File: src/rtl/data_mem_arbiter.sv
// data_mem_arbiter: two-port round-robin arbiter and IDLE/ACCESS/RESP sequencer for a single-ported data memory
module data_mem_arbiter #(
  parameter int ADDR_W    = 16,
  parameter int DATA_W    = 32,
  parameter int MEM_DEPTH = 65536
) (
  input  logic              clk_i,
  input  logic              rst_ni,
  input  logic [1:0]        req_i,
  input  logic [1:0]        we_i,
  input  logic [ADDR_W-1:0] addr0_i,
  input  logic [ADDR_W-1:0] addr1_i,
  input  logic [DATA_W-1:0] wdata0_i,
  input  logic [DATA_W-1:0] wdata1_i,
  output logic [1:0]        gnt_o,
  output logic [1:0]        done_o,
  output logic              err_o,
  output logic [DATA_W-1:0] rdata_o,
  output logic              busy_o,
  output logic [ADDR_W-1:0] mem_addr_o,
  output logic              mem_we_o,
  output logic [DATA_W-1:0] mem_wdata_o,
  input  logic [DATA_W-1:0] mem_rdata_i
);
  localparam logic [1:0] S_IDLE   = 2'd0;
  localparam logic [1:0] S_ACCESS = 2'd1;
  localparam logic [1:0] S_RESP   = 2'd2;
  localparam logic [ADDR_W:0] DEPTH = (ADDR_W+1)'(MEM_DEPTH);
  logic [1:0]        state_q, state_d, gnt_q, gnt_d, done_q, done_d;
  logic              err_q, err_d, busy_q, busy_d, we_q, we_d, rng_q, rng_d, last_q, last_d;
  logic [DATA_W-1:0] rdata_q, rdata_d, wdata_q, wdata_d;
  logic [ADDR_W-1:0] addr_q, addr_d, sel_addr;
  logic              pick;
  // last_q = 1 means port 1 was served last, so a tie goes to port 0
  always_comb begin
    state_d  = state_q;
    gnt_d    = gnt_q;
    done_d   = done_q;
    err_d    = err_q;
    busy_d   = busy_q;
    we_d     = we_q;
    rng_d    = rng_q;
    last_d   = last_q;
    rdata_d  = rdata_q;
    wdata_d  = wdata_q;
    addr_d   = addr_q;
    pick     = req_i[1] & (~req_i[0] | ~last_q);
    sel_addr = pick ? addr1_i : addr0_i;
    case (state_q)
      S_IDLE: if (|req_i) begin
        state_d = S_ACCESS;
        gnt_d   = pick ? 2'b10 : 2'b01;
        busy_d  = 1'b1;
        addr_d  = sel_addr;
        wdata_d = pick ? wdata1_i : wdata0_i;
        we_d    = we_i[pick];
        rng_d   = {1'b0, sel_addr} < DEPTH;
      end
      S_ACCESS: begin
        state_d = S_RESP;
        done_d  = gnt_q;
        err_d   = ~rng_q;
        rdata_d = ~rng_q ? '0 : we_q ? rdata_q : mem_rdata_i;
      end
      S_RESP: begin
        state_d = S_IDLE;
        gnt_d   = 2'b00;
        done_d  = 2'b00;
        err_d   = 1'b0;
        busy_d  = 1'b0;
        last_d  = gnt_q[1];
      end
      default: begin
        state_d = S_IDLE;
        gnt_d   = 2'b00;
        done_d  = 2'b00;
        err_d   = 1'b0;
        busy_d  = 1'b0;
        we_d    = 1'b0;
        rng_d   = 1'b0;
        last_d  = 1'b1;
        rdata_d = '0;
        wdata_d = '0;
        addr_d  = '0;
      end
    endcase
  end
  always_ff @(posedge clk_i or negedge rst_ni) begin
    if (!rst_ni) begin
      state_q <= S_IDLE;
      gnt_q   <= 2'b00;
      done_q  <= 2'b00;
      err_q   <= 1'b0;
      busy_q  <= 1'b0;
      we_q    <= 1'b0;
      rng_q   <= 1'b0;
      last_q  <= 1'b1;
      rdata_q <= '0;
      wdata_q <= '0;
      addr_q  <= '0;
    end else begin
      state_q <= state_d;
      gnt_q   <= gnt_d;
      done_q  <= done_d;
      err_q   <= err_d;
      busy_q  <= busy_d;
      we_q    <= we_d;
      rng_q   <= rng_d;
      last_q  <= last_d;
      rdata_q <= rdata_d;
      wdata_q <= wdata_d;
      addr_q  <= addr_d;
    end
  end
  assign gnt_o       = gnt_q;
  assign done_o      = done_q;
  assign err_o       = err_q;
  assign rdata_o     = rdata_q;
  assign busy_o      = busy_q;
  assign mem_addr_o  = addr_q;
  assign mem_wdata_o = wdata_q;
  assign mem_we_o    = (state_q == S_ACCESS) & we_q & rng_q;
endmodule

File: config.mk
export PLATFORM = sky130hd
export DESIGN_NAME = data_mem_arbiter
export DESIGN_NICKNAME = d
export VERILOG_FILES = /design/src/rtl/data_mem_arbiter.sv
export SDC_FILE = /design/constraint.sdc
export NUM_CORES = 1
export LEC_CHECK = 0
export BUFFER_PORTS_ARGS = -buffer_cell sky130_fd_sc_hd__buf_2
export CAP_MARGIN = 30
export CORE_ASPECT_RATIO = 0.9
export CORE_MARGIN = 1.5
export CORE_UTILIZATION = 45
export DETAILED_ROUTE_END_ITERATION = 12
export PLACE_DENSITY = 0.8
export SYNTH_ARGS = -nofsm -noshare
export SYNTH_HDL_FRONTEND = slang
export SYNTH_SLANG_ARGS = --single-unit
export TNS_END_PERCENT = 100
File: constraint.sdc
create_clock -name clk_i -period 1.9 [get_ports clk_i]
set_input_delay 0.285 -clock clk_i [delete_from_list [all_inputs] [get_ports clk_i]]
set_output_delay 0.285 -clock clk_i [all_outputs]
set_load 0.02 [all_outputs]
Yosys cells after proc, flatten, opt, wreduce, memory -nomap -nowiden
Cells that the tools add are included.
W data, S select, Z words.
- bits in registers: 91
- output and inout bits: 87
- word-level logic and storage cells: 58
- input port bits: 134
- bitwise logic cells: 10
- reductions and logical operators: 8
- order comparisons: 1
- muxes and demuxes: 24
- equal/unequal tests: 4
- operators with widths (kind ; number):
    $mux W32 ; 4
    $pmux W32 S2 ; 2
    $mux W16 ; 2
    $pmux W16 S2 ; 1
    $pmux W2 S2 ; 3
    $pmux W1 S2 ; 5
    $reduce_or A2 Y1 ; 4
    $mux W2 ; 3
    $not A1 Y1 ; 6
    $reduce_and A2 Y1 ; 3
    $mux W1 ; 4
    $and A1 B1 Y1 ; 3
    $ne A3 B3 Y1 const B ; 1
    $eq A2 B1 Y1 const B ; 1
    $eq A2 B2 Y1 const B ; 1
    $logic_not A2 Y1 ; 1
    $lt A1 B2 Y1 const B ; 1
    $ne A2 B2 Y1 const B ; 1
    $or A1 B1 Y1 ; 1

Longest topological paths before layout
Gate-level depths: netlist (run 1).
- word-level depth: 7
- mapped depth: 8
- depth with buffers taken out: 5

Worst setup path after synthesis (run 1)
OpenSTA, ideal clock, no wires.
- kind: flip-flop to flip-flop
- from: register state_q[0]
- to: register wdata_q[17] (netlist: mem_wdata_o[17])
- slack: 154 ps
- arrival: 1672 ps
- path buffers: 3
- setup time: 75 ps
- cell stages (with the launch flop): 9
- cell sequence: dfrtp_1 > inv_1 > ha_1 > nor3b_2 > or3_1 > buf_2 > buf_6 > buf_6 > o2bb2ai_2
- cells in the longest elaborated chain, start to end: 4
- ends and longest elaborated chain (what ; line ; text):
    start: declaration ; 29 ; logic [1:0] state_q, state_d, gnt_q, gnt_d, done_q, done_d;
    start signal: assignment ; 102 ; state_q <= state_d;
    $eq A2 B1 Y1 / $eq A2 B2 Y1 (equally long branches) ; 49 ; case (state_q)
    $reduce_or A2 Y1 (no source line) ; -- ;
    $not A1 Y1 (no source line) ; -- ;
    $reduce_and A2 Y1 (no source line) ; -- ;
    end signal: assignment ; 111 ; wdata_q <= wdata_d;
    end: declaration ; 31 ; logic [DATA_W-1:0] rdata_q, rdata_d, wdata_q, wdata_d;
Several ways; a longest one is shown, not always the timed one.
A chain may end at the register's enable or synchronous reset.

Worst setup path after layout (run 1)
- from: register state_q[0]
- to: register rng_q
- cells in the longest elaborated chain, start to end: 4
- ends and longest elaborated chain (what ; line ; text):
    $eq A2 B1 Y1 / $eq A2 B2 Y1 (equally long branches) ; 49 ;
    $reduce_or A2 Y1 (no source line) ; -- ;
    $not A1 Y1 (no source line) ; -- ;
    $reduce_and A2 Y1 (no source line) ; -- ;
    end signal: assignment ; 108 ; rng_q <= rng_d;
    end: declaration ; 30 ; logic err_q, err_d, busy_q, busy_d, we_q, we_d, rng_q, rng_d, last_q, last_d;
Several ways; a longest one is shown, not always the timed one.

==> run metrics, run 1 <==
minimum clock period 1.828 ns; met2 WL 5.544 mm; GRT overflow 0; fmax 546.9 MHz; io pins 221; peak supply drop 913.1 uV; dpl cells 669; crit path DAT 2.07 ns; max-slew violations 0; commonest non-fill, non-tap cells in the layout buf_2, dfrtp_1, nand2_1; Max H-tree Level 3; unrepaired setup endpoints after global routing no; routed vias/inst 5.076; Routed met1 length 4.654 mm; Hold Slack 0.1589 ns; CP Max Fanout 6; PortBufs 220; GRT Total Usage 0.2247; highest metal used met4; core footprint 8688 um2; number of global-route vias before repair 3409; Antenna Cells 0; Bufs on Longest Clock Path 2; Initial Utilization 0.4700; worst hold-check path type in2reg; CTS Buf Count 9; First-pass DRT Iterations 4; data required time of the critical path 2.14 ns; Clk Latency, worst-skew pair 0.35 ns; num rows 32; crit path launch type flop; worst slew pin tran 0.3826 ns; wirelength, routed 11.26 mm; global-route wire length before repair 16.64 mm; DR iter-0 viols 97; clk_skew 0.01438 ns; unique cell type count in the Yosys netlist 31; clock sink count 91; status completed; Synth top area share 0.5515; Post-CTS Setup Inserts 0; Layout Nets 703; GPL Wtd Cong 0.7368; crit end category flop; Crit path largest cell delay 0.44 ns; CP max-delay cell dfrtp_1; Yosys reg bits 91; Area contributors post-synth dfrtp_1, mux2i_1, o2bb2ai_1; dpl hpwl 8.117 mm; Critical Path, Cell by Cell inv_2, ha_1, buf_4, or3b_4, nand2b_4, mux2_2; via count 3487; Buf/Inv on CP 2; cells after synthesis 349; Pwr Density 1620 nW/um2; area leader, netlist dfrtp_1; Crit Path Class reg2reg; Chip Height 93.38 um; drt drc 0; chip width 103.4 um; area grow syn2layout 37.53%; Top Family by Delay on Critical Path simple AND/OR/NAND/NOR gates; final core occ 0.6465; Final ANT Viol Nets 0; Max-Cap Viols 0; yosys warns 0; worst rel slew slack 0.7416; wire length per cell 16.38 um; register area share after synthesis 0.5579; commonest non-fill, non-tap cell in the layout buf_2; Leak Pwr 0.002894 uW; Non-Filler Instances 687; metal3 WL 812 um; synthesized net count 488; Syn Area/Cell 11.70 um2; TritonCTS clock tree built; endpoints failing setup 0; largest net degree at the start of global routing 65; Final period util 0.9623; final hold violations 0; CTS root buffer clkbuf_8; layout cells sized above 1 0.4754; die area 9656 um2; initial antenna violation count 0; synthesized cell area 4084 um2; CTS clk-pin slew, worst paths 0.09 ns
power breakdown:
group | total (uW) | internal (uW) | switching (uW) | leakage, uW
combinational | 4680 | 1830 | 2850 | 0.00159
clock | 1310 | 641 | 670 | 0.0000910
sequential | 3110 | 2670 | 439 | 0.00121
per-layer routing:
| metal | GRT usage | up-vias |
|---|---|---|
| met3 | 0.06054 | 21 |
| met5 | 0 | - |
| met1 | 0.2732 | 1661 |
| met4 | 0.07995 | 0 |
| met2 | 0.3813 | 130 |
| li1 | - | 1675 |
layout make-up:
cell class | instances | area, um2
fillers | 739 | 3072
flip-flops and latches | 91 | 2278
multi-input cells | 225 | 1662
repair buffers | 233 | 1314
well taps | 119 | 148.9
clock buffers | 10 | 137.6
clock inverters | 5 | 61.31
inverters | 4 | 15.01
cells by family after synthesis:
| group | Yosys count | synth area share |
|---|---|---|
| DFF | 91 | 0.5579 |
| buffers and inverters | 33 | 0.04258 |
| and+or+nand+nor | 77 | 0.07751 |
| adders and majority gates | 5 | 0.01532 |
| AOI/OAI and AO/OA | 91 | 0.1786 |
| muxes | 52 | 0.1281 |
worst reg2reg max path, stage by stage, from the launching register on:
cell      delay [ns]
dfrtp_1         0.44
inv_2           0.10
ha_1            0.18
buf_4           0.14
or3b_4          0.41
nand2b_4        0.12
mux2_2          0.33
sequential cells by signal, summed over array words and instances (netlist names), 2 cells and up:
register,flops
done_o,2
gnt_o,2
mem_addr_o,16
mem_wdata_o,32
rdata_o,32
state_q,2
through the flow:
| step | power [uW] | setup WS [ns] | instance area (um2) | TNS (ns) |
|---|---|---|---|---|
| 3_3_place_gp | 7361 | 0.1404 | 5344 | 0 |
| 3_5_place_dp | 7540 | -0.002888 | 5344 | -0.002888 |
| 6_report | 9099 | 0.07156 | 5617 | 0 |
| 4_1_cts | 8881 | 0.004682 | 5553 | 0 |
| 2_1_floorplan | 6099 | 0.1535 | 4084 | 0 |
| 5_1_grt | 9677 | 0.01737 | 5617 | 0 |
what timing repair did:
item,4_1_cts,5_1_grt
resized for setup,2,4
hold buffers,1,0
setup endpoints to repair,30,50
cloned,0,2
hold endpoints to repair,19,0
final timing paths:
| kind | from | endpoint | slack, ns | cells after the start |
|---|---|---|---|---|
| hold / removal | mem_rdata_i[4] | rdata_o[4]$_DFFE_PN0P_ | 0.16 | 3 |
| setup reg to reg | state_q[0]$_DFFE_PN0P_ | rng_q$_DFFE_PN0P_ | 0.07 | 6 |
| hold reg to reg | rdata_o[8]$_DFFE_PN0P_ | rdata_o[8]$_DFFE_PN0P_ | 0.48 | 2 |
| max in group asynchronous | rst_ni | last_q$_DFFE_PN1N_ | 0.91 | 3 |
| setup / recovery | state_q[0]$_DFFE_PN0P_ | rng_q$_DFFE_PN0P_ | 0.07 | 6 |
| min in group asynchronous | rst_ni | rdata_o[6]$_DFFE_PN0P_ | 0.34 | 2 |
Yosys cell counts (all sizes together):
library cell	n
dfrtp	90
nand2	65
mux2i	50
o2bb2ai	49
o21ai	34
buf	19
clkbuf	10
ha	5
inv	4
nor2	4
a22o	3
mux2	2
a21boi	1
a311o	1
a31oi	1
and2	1
and3	1
dfstp	1
nand2b	1
nand3	1
nor2b	1
nor3b	1
o31a	1
o41ai	1
or3	1
or3b	1
Note: power is estimated with default switching activity, not from simulation.
==> inputs of run 2 (changes only) <==
--- a/config.mk
+++ b/config.mk
@@ -5,13 +5,14 @@
 export SDC_FILE = /design/constraint.sdc
 export NUM_CORES = 1
 export LEC_CHECK = 0
+export ABC_AREA = 1
 export BUFFER_PORTS_ARGS = -buffer_cell sky130_fd_sc_hd__buf_2
 export CAP_MARGIN = 30
 export CORE_ASPECT_RATIO = 0.9
 export CORE_MARGIN = 1.5
-export CORE_UTILIZATION = 45
+export CORE_UTILIZATION = 46
 export DETAILED_ROUTE_END_ITERATION = 12
-export PLACE_DENSITY = 0.8
+export PLACE_DENSITY = 0.81
 export SYNTH_ARGS = -nofsm -noshare
 export SYNTH_HDL_FRONTEND = slang
 export SYNTH_SLANG_ARGS = --single-unit
==> run metrics, run 2 <==
status completed; data required time of the critical path 1.62 ns; worst hold-check path type in2reg; hold buffers post-CTS 1; Crit path depth 5; Main synth FF type dfrtp_1; most instantiated cells after synthesis nand2_1, dfrtp_1, nand3_1; register area share after synthesis 0.5300; area grow syn2layout 34.08%; worst rel slew slack 0.7435; CP Max Fanout 4; unique cell type count in the Yosys netlist 17; DR iter-0 viols 351; minimum clock period 1.734 ns; worst slew pin tran 0.3847 ns; Final period util 0.9125; Comb power frac 0.472; First-pass DRT Iterations 5; Clk Latency, worst-skew pair 0.35 ns; dpl hpwl 8.382 mm; global-route wire length before repair 18.13 mm; Clk pwr share 0.172; commonest non-fill, non-tap cell in the layout nand2_1; GRT overflow 0; GPL Wtd Cong 0.8238; core footprint 9084 um2; die area 9936 um2; switch share 0.4502; Flop pwr share 0.356; crit path launch type flop; Leak Pwr 0.003467 uW; Antenna Cells 0; clk_skew 0.01732 ns; CP max-delay cell dfrtp_1; Syn Area/Cell 7.609 um2; synthesized net count 704; layout cells sized above 1 0.3282; Yosys reg bits 91; area leader, netlist dfrtp_1; peak supply drop 747.0 uV; commonest non-fill, non-tap cells in the layout nand2_1, buf_2, dfrtp_1; CTS clk-pin slew, worst paths 0.10 ns; crit path DAT 1.45 ns; number of global-route vias before repair 3916; Post-CTS Setup Inserts 0; via count 4384; endpoints failing setup 0; synthesized cell area 4299 um2; TritonCTS clock tree built; clock sink count 91; GRT Total Usage 0.2303; initial antenna violation count 0; Async S/R FF share, synth 1.000; reg2reg path depth 7; internal power 4551 uW; Final ANT Viol Nets 0; num rows 33; Bufs on Longest Clock Path 2; fmax 576.8 MHz; count leader, synth nand2_1; PostCTS Resize Cnt 0; unrepaired setup endpoints after global routing no; wirelength, routed 11.36 mm; Max-Cap Viols 0; Max H-tree Level 3; routed vias/inst 4.860; cells after synthesis 565; NetSw 3726 uW; Post-synth EDFFs 0; worst hold path depth 3; total power 8277 uW; crit end category output port; CTS Buf Count 9; Initial Utilization 0.4733; Chip Height 94.72 um; Layout Nets 914; largest net degree at the start of global routing 65; max-slew violations 0; Fill cells 817; Synth top area share 0.5239; drt drc 0; final hold violations 0; Pwr Density 1436 nW/um2; Area contributors post-synth dfrtp_1, nand2_1, nand3_1; Buf/Inv on CP 2; setup TNS 0 ns; Crit Path Class reg2out; chip width 104.9 um; io pins 221; Crit path largest cell delay 0.41 ns; Critical Path, Cell by Cell inv_1, ha_1, nand2_1, nor2_1, buf_2; Top Family by Delay on Critical Path flip-flops; CTS root buffer clkbuf_8; yosys warns 0; wire length per cell 12.60 um; PortBufs 220
-- run 2: cell types whose count changed in the layout (fill, tap and decap cells not counted), moves of 3 or more --
cell       previous run  this run
mux2i_1              50         0
buf_4                 5        10
inv_1                 1         9
a22o_1                3         0
nand2_1              65       322
o2bb2ai_1            39         0
inv_2                 3         0
o2bb2ai_2            10         0
nand3_1               1        54
-- run 2: final cells by class --
| class | instances | area [um2] | area share |
|---|---|---|---|
| clock buffers | 9 | 123.9 | 0.02149 |
| multi-input cells | 430 | 1815 | 0.3150 |
| well taps | 122 | 152.6 | 0.02648 |
| clock inverters | 7 | 98.84 | 0.01715 |
| inverters | 9 | 33.78 | 0.005861 |
| repair buffers | 234 | 1261 | 0.2188 |
| flip-flops and latches | 91 | 2278 | 0.3953 |
-- run 2: metal layers --
layer	vias up	wire, um	GRT usage
met5	-	0	0
met4	0	288	0.1084
met3	23	838	0.04348
met2	218	5307	0.3758
met1	1964	4927	0.2996
li1	2179	-	-
-- run 2: worst paths after layout --
kind / startpoint / end / slack, ns
worst max-delay path: state_q[1]$_DFFE_PN0P_ / mem_we_o / 0.17
worst min-delay path: mem_rdata_i[23] / rdata_o[23]$_DFFE_PN0P_ / 0.19
worst max register to register: state_q[0]$_DFFE_PN0P_ / mem_wdata_o[14]$_DFFE_PN0P_ / 0.26
worst min register to register: mem_wdata_o[28]$_DFFE_PN0P_ / mem_wdata_o[28]$_DFFE_PN0P_ / 0.48
max in group asynchronous: rst_ni / mem_addr_o[5]$_DFFE_PN0P_ / 0.98
min in group asynchronous: rst_ni / mem_wdata_o[19]$_DFFE_PN0P_ / 0.39
-- run 2: power groups by stage --
| stage | logic [uW] | clock network [uW] | registers, uW |
|---|---|---|---|
| 2_1_floorplan | 1980 | 0 | 3630 |
| 3_3_place_gp | 3830 | 0 | 2940 |
| 3_5_place_dp | 3930 | 0 | 2970 |
| 4_1_cts | 3940 | 1480 | 2940 |
| 5_1_grt | 4360 | 1550 | 3020 |
| 6_report | 3900 | 1430 | 2950 |
-- run 2: worst reg2reg max path: cells and delay by family, from the launching register on --
family	cells	cell delay (ns)
buf+inv	3	0.58
flops	1	0.41
simple gates	3	0.32
fa+ha+maj	1	0.30
-- run 2: cell families after synthesis --
| family | share of synthesized area |
|---|---|
| buf+inv | 0.04889 |
| fa+ha+maj | 0.01455 |
| simple gates | 0.3597 |
| flops | 0.5300 |
| compound gates | 0.04686 |
-- run 2: stage by stage --
stage                     setup WS, ns  hold slack, ns    util  cell area, um2  std cells
after CTS                       0.1465          0.1686  0.6346            5764        902
after global routing           0.07150          0.1684  0.6346            5764        902
after global placement          0.3914          0.2311  0.6090            5532        885
after detailed placement        0.2662          0.2361  0.6090            5532        885
final                           0.1662          0.1866  0.6346            5764        902
after floorplan                 0.4706        -0.01059       -            4299        565
